### src/rtl/branch_resolve_queue_pkg.sv
// Shared types for the branch resolve queue: predictor index, PC and queue entry.
package branch_resolve_queue_pkg;
  localparam int IDX_W = 10;
  localparam int PC_W  = 32;

  typedef logic [IDX_W-1:0] bp_idx_t;
  typedef logic [PC_W-1:0]  bp_pc_t;

  typedef struct packed {
    bp_idx_t idx;
    logic    pred;
    bp_pc_t  alt_pc;
  } bq_entry_t;
endpackage

### src/rtl/branch_resolve_queue_if.sv
// Fetch/execute-facing bundle of the branch resolve queue.
interface branch_resolve_queue_if #(parameter int DEPTH = 4);
  import branch_resolve_queue_pkg::*;
  localparam int CNT_W = $clog2(DEPTH) + 1;

  logic             flush;
  logic             alloc;
  bp_idx_t          alloc_idx;
  logic             alloc_pred;
  bp_pc_t           alloc_alt_pc;
  logic             alloc_ready;
  logic             resolve_valid;
  logic             resolve_taken;
  logic             upd_write;
  bp_idx_t          upd_idx;
  logic             upd_taken;
  logic             mispredict;
  bp_pc_t           redirect_pc;
  logic [CNT_W-1:0] count;
  logic             underflow_err;

  modport master (
    output flush, alloc, alloc_idx, alloc_pred, alloc_alt_pc, resolve_valid, resolve_taken,
    input  alloc_ready, upd_write, upd_idx, upd_taken, mispredict, redirect_pc, count, underflow_err
  );

  modport slave (
    input  flush, alloc, alloc_idx, alloc_pred, alloc_alt_pc, resolve_valid, resolve_taken,
    output alloc_ready, upd_write, upd_idx, upd_taken, mispredict, redirect_pc, count, underflow_err
  );
endinterface

### src/rtl/branch_resolve_queue.sv
// In-order queue of in-flight branch predictions; pops on resolve, drives predictor
// update and mispredict redirect through a registered output stage.
module branch_resolve_queue
  import branch_resolve_queue_pkg::*;
#(
  parameter int DEPTH = 4
) (
  input logic clk,
  input logic rst,
  branch_resolve_queue_if.slave bus
);
  localparam int AW = $clog2(DEPTH);
  localparam int PW = AW + 1;

  bq_entry_t     mem [DEPTH];
  logic [PW-1:0] head, tail, cnt;
  bq_entry_t     head_e;
  logic          full, res_ok, mis, alloc_ok;

  // Extra pointer MSB separates full (cnt==DEPTH) from empty (cnt==0).
  assign cnt      = tail - head;
  assign full     = (cnt == PW'(DEPTH));
  assign head_e   = mem[head[AW-1:0]];
  assign res_ok   = bus.resolve_valid && (cnt != '0);
  assign mis      = res_ok && (bus.resolve_taken != head_e.pred) && !bus.flush;
  assign alloc_ok = bus.alloc && !full && !bus.flush && !mis;

  assign bus.alloc_ready = !full;
  assign bus.count       = cnt;

  always_ff @(posedge clk)
    if (alloc_ok)
      mem[tail[AW-1:0]] <= '{idx: bus.alloc_idx, pred: bus.alloc_pred, alt_pc: bus.alloc_alt_pc};

  always_ff @(posedge clk or negedge rst) begin
    if (!rst) begin
      head              <= '0;
      tail              <= '0;
      bus.upd_write     <= 1'b0;
      bus.upd_idx       <= '0;
      bus.upd_taken     <= 1'b0;
      bus.mispredict    <= 1'b0;
      bus.redirect_pc   <= '0;
      bus.underflow_err <= 1'b0;
    end else begin
      // Flush or mispredict discards every younger entry in one step.
      if (bus.flush || mis) head <= tail;
      else                  head <= head + PW'(res_ok);
      tail <= tail + PW'(alloc_ok);

      bus.upd_write  <= res_ok;
      bus.mispredict <= mis;
      if (res_ok) begin
        bus.upd_idx     <= head_e.idx;
        bus.upd_taken   <= bus.resolve_taken;
        bus.redirect_pc <= head_e.alt_pc;
      end
      if (bus.resolve_valid && cnt == '0) bus.underflow_err <= 1'b1;
    end
  end
endmodule

### src/flat_wrapper.sv
// flat-port wrapper written by rule: the top's interface ports become plain ports
module branch_resolve_queue_flat import branch_resolve_queue_pkg::*;
#(
  parameter int DEPTH = 4
)
  (clk, rst, bus_flush, bus_alloc, bus_alloc_idx, bus_alloc_pred, bus_alloc_alt_pc, bus_resolve_valid, bus_resolve_taken, bus_alloc_ready, bus_upd_write, bus_upd_idx, bus_upd_taken, bus_mispredict, bus_redirect_pc, bus_count, bus_underflow_err);
  branch_resolve_queue_if #(.DEPTH(DEPTH)) bus_i ();
  input logic clk;
  input logic rst;
  input wire logic [$bits(bus_i.flush)-1:0] bus_flush;
  input wire logic [$bits(bus_i.alloc)-1:0] bus_alloc;
  input wire logic [$bits(bus_i.alloc_idx)-1:0] bus_alloc_idx;
  input wire logic [$bits(bus_i.alloc_pred)-1:0] bus_alloc_pred;
  input wire logic [$bits(bus_i.alloc_alt_pc)-1:0] bus_alloc_alt_pc;
  input wire logic [$bits(bus_i.resolve_valid)-1:0] bus_resolve_valid;
  input wire logic [$bits(bus_i.resolve_taken)-1:0] bus_resolve_taken;
  output wire logic [$bits(bus_i.alloc_ready)-1:0] bus_alloc_ready;
  output wire logic [$bits(bus_i.upd_write)-1:0] bus_upd_write;
  output wire logic [$bits(bus_i.upd_idx)-1:0] bus_upd_idx;
  output wire logic [$bits(bus_i.upd_taken)-1:0] bus_upd_taken;
  output wire logic [$bits(bus_i.mispredict)-1:0] bus_mispredict;
  output wire logic [$bits(bus_i.redirect_pc)-1:0] bus_redirect_pc;
  output wire logic [$bits(bus_i.count)-1:0] bus_count;
  output wire logic [$bits(bus_i.underflow_err)-1:0] bus_underflow_err;
  assign bus_i.flush = bus_flush;
  assign bus_i.alloc = bus_alloc;
  assign bus_i.alloc_idx = bus_alloc_idx;
  assign bus_i.alloc_pred = bus_alloc_pred;
  assign bus_i.alloc_alt_pc = bus_alloc_alt_pc;
  assign bus_i.resolve_valid = bus_resolve_valid;
  assign bus_i.resolve_taken = bus_resolve_taken;
  assign bus_alloc_ready = bus_i.alloc_ready;
  assign bus_upd_write = bus_i.upd_write;
  assign bus_upd_idx = bus_i.upd_idx;
  assign bus_upd_taken = bus_i.upd_taken;
  assign bus_mispredict = bus_i.mispredict;
  assign bus_redirect_pc = bus_i.redirect_pc;
  assign bus_count = bus_i.count;
  assign bus_underflow_err = bus_i.underflow_err;
  branch_resolve_queue #(.DEPTH(DEPTH)) u_core (.clk(clk), .rst(rst), .bus(bus_i));
endmodule
### config.mk
export PLATFORM = sky130hd
export DESIGN_NAME = branch_resolve_queue_flat
export DESIGN_NICKNAME = d
export VERILOG_FILES = /design/src/rtl/branch_resolve_queue_pkg.sv /design/src/rtl/branch_resolve_queue_if.sv /design/src/rtl/branch_resolve_queue.sv /design/src/flat_wrapper.sv
export SDC_FILE = /design/constraint.sdc
export NUM_CORES = 1
export LEC_CHECK = 0
export CAP_MARGIN = 0
export CELL_PAD_IN_SITES_DETAIL_PLACEMENT = 0
export CELL_PAD_IN_SITES_GLOBAL_PLACEMENT = 1
export CORE_MARGIN = 2
export CORE_UTILIZATION = 47
export DETAILED_ROUTE_END_ITERATION = 12
export PLACE_DENSITY = 0.8
export SYNTH_ARGS = -nofsm -noshare
export SYNTH_HDL_FRONTEND = slang
export SYNTH_SLANG_ARGS = --single-unit
### constraint.sdc
create_clock -name clk -period 6.85 [get_ports clk]
set_clock_uncertainty 0.05 [all_clocks]
set_input_delay 1.0275 -clock clk [delete_from_list [all_inputs] [get_ports clk]]
set_output_delay 1.0275 -clock clk [all_outputs]
set_load 0.005 [all_outputs]
==> qor.csv <==
metric,value,unit
synth_async_sr_flop_share,0.232,
drtIter0Drc,216,
critPathCaptureType,register,
setup_viol,0,
rsz0062_at_grt,no,
die_w,137,µm
num_rows,48,
synthToLayoutAreaGrowth,23.6,%
cts_resized,0,
synth_fp_nets,502,
portBuffers,98,
start_util,0.479,
cts_setup_buffers,0,
layout.nets,612,
yosys.area.top_type,edfxtp_1,
grt_max_degree,53,
multi_input_area,0.00173,mm²
fin_ws,2.35,ns
holdCritPathClass,reg -> reg,
ctsHoldBuffers,0,
yosysMostFrequentCell,edfxtp_1,
cts_buffer_depth,3,
fin_setup_tns,0,ns
synth_area,0.00829,mm²
peakVddDrop,355,µV
root_buffer,clkbuf_16,
ys.warnings.count,0,
num_antenna_cells,0,
avgRoutedWirePerCell,19.4,µm
fillCellCount,1253,
p_leak,3.76,nW
clk_latency,0.49,ns
dieArea,0.0187,mm²
grt-ovfl-total,0,
whs_path_depth,2,
worstSetupStartpoint,u_core.head[0],
grt_pass1_vias,4526,
dpl_cell_area,0.00954,mm²
die_height,137,µm
whs_endpoint,u_core.bus.redirect_pc[26],
cts_buffers,22,
dp_hpwl,8.66,mm
core,0.0173,mm²
path_max_fanout,47,
worstReg2RegStart,u_core.head[0],
drtPass1Iterations,5,
r2r_cells,10,
drv_slew,0,
vias,4160,
cap_violations,0,
drc,0,
syn_area_per_cell,18.6,µm²
ant_nets,0,
gp_congestion,0.683,
via_per_inst,5.22,
synth_edf_count,172,
yosys-top-cells-count,"edfxtp_1, nand2_1, dfrtp_1",
relSlewSlack,0.397,
ys.flop_type,edfxtp_1,
min_from,u_core.bus.redirect_pc[26],
hold_viol,0,
cp-start-kind,register,
cts.clk_slew.worst_paths,0.06,ns
fin_crit_sh,0.656,
power_density,433,mW/mm²
htree_levels,1,
period_minus_slack,4.50,ns
cts_tree,built,
critPathKind,reg -> reg,
grt_usage,0.174,
seq_area_frac_synth,0.780,
ys_types,23,
yosys-top-cells-area,"edfxtp_1, dfrtp_1, mux4_2, nand2_1, ha_1",
final_layout_size_suffix_gt1_frac,0.161,
seq_area,0.00647,mm²
ios,99,
max_freq,222,MHz
cts_sinks,224,
rr_endpoint,u_core.head[2],
grt_pass1_wl,24.5,mm
synth_top_area_frac,0.623,
netlist_instances,447,
worstMarginPinSlew,0.905,ns
required,7.17,ns
dp_slack,2.29,ns
rrSetupSlack,2.35,ns
antenna_found_initial,0,
status,"complete, no violations",
wirelength,15.4,mm
final_area,0.0103,mm²
critPathArrivalTime,4.82,ns
yosys_register_bits,224,
==> critical path: stages (launching register included) <==
cell and delay, ns:
dfrtp_4 0.80, ha_1 0.37, fa_1 0.44, xor3_1 0.48
o21ai_4 0.17, buf_4 0.49, inv_2 0.52, ha_1 0.39
ha_1 0.21, xor2_1 0.16, mux2_1 0.29
==> registers in the layout, summed over array words and instances (netlist names) <==
| signal | count |
|---|---|
| u_core.bus.mispredict | 1 |
| u_core.bus.redirect_pc | 32 |
| u_core.bus.underflow_err | 1 |
| u_core.bus.upd_idx | 10 |
| u_core.bus.upd_taken | 1 |
| u_core.bus.upd_write | 1 |
| u_core.head | 3 |
| u_core.mem | 172 |
| u_core.tail | 3 |
==> cells by family (layout without fill, tap and decap cells) <==
| group | Yosys count | count (layout) | share of synthesized area |
|---|---|---|---|
| adder cells (fa/ha/maj) | 6 | 6 | 0.00996 |
| AO/OA/AOI/OAI | 4 | 4 | 0.00437 |
| buffers and inverters | 26 | 151 | 0.0151 |
| AND/OR/NAND/NOR | 137 | 137 | 0.0631 |
| multiplexers | 46 | 46 | 0.121 |
| XOR/XNOR | 4 | 4 | 0.00694 |
| flip-flops | 224 | 224 | 0.780 |
==> placed cells by master (no fill, tap or decap), types with 2 or more instances in the layout <==
cell type	Yosys	final
nand2_1	130	130
dfrtp_1	52	50
clkbuf_1	4	8
clkbuf_16	0	23
clkbuf_8	0	5
mux2_1	3	3
edfxtp_1	172	172
nor3_2	0	4
xor2_1	2	2
mux4_2	43	43
inv_1	6	6
buf_4	1	7
ha_1	5	5
nand3_1	2	2
clkdlybuf4s50_1	0	97
==> worst max path at each step <==
stage,to,slack (ns),cells after the start
after floorplan,u_core.mem[2][0],1.31,8
after global placement,u_core.head[2],2.43,10
after detailed placement,u_core.head[2],2.29,10
after CTS,u_core.head[2],2.24,10
after global routing,u_core.head[2],1.98,10
final,u_core.head[2],2.35,10
==> final cells by class <==
| class | instances | area share |
|---|---|---|
| Sequential cell | 224 | 0.631 |
| Multi-Input combinational cell | 197 | 0.169 |
| Timing Repair Buffer | 105 | 0.100 |
| Clock buffer | 36 | 0.0658 |
| Tap cell | 225 | 0.0275 |
| Clock inverter | 3 | 0.00378 |
| Inverter | 7 | 0.00256 |
==> power breakdown <==
group	total [mW]	leakage [nW]	switching [mW]	internal, mW
clock	1.16	0.348	0.457	0.706
combinational	1.32	1.22	0.610	0.707
sequential	1.96	2.19	0.192	1.77
==> through the flow <==
step,std cells,hold WS [ns],total power [mW],util
after floorplan,447,0.418,2.73,-
final,797,0.423,4.44,0.593
after detailed placement,758,0.412,3.33,0.552
after CTS,797,0.428,4.51,0.593
after global placement,758,0.408,3.27,0.552
after global routing,797,0.445,4.71,0.593
==> layer usage <==
metal / wire length, µm / vias to the layer above / GRT usage
li1: - / 1885 / -
met1: 6390 / 2126 / 0.225
met2: 7960 / 122 / 0.308
met3: 747 / 27 / 0.0267
met4: 337 / 0 / 0.0504
met5: 0 / - / 0
No activity file was read; power rests on OpenSTA's default activity.
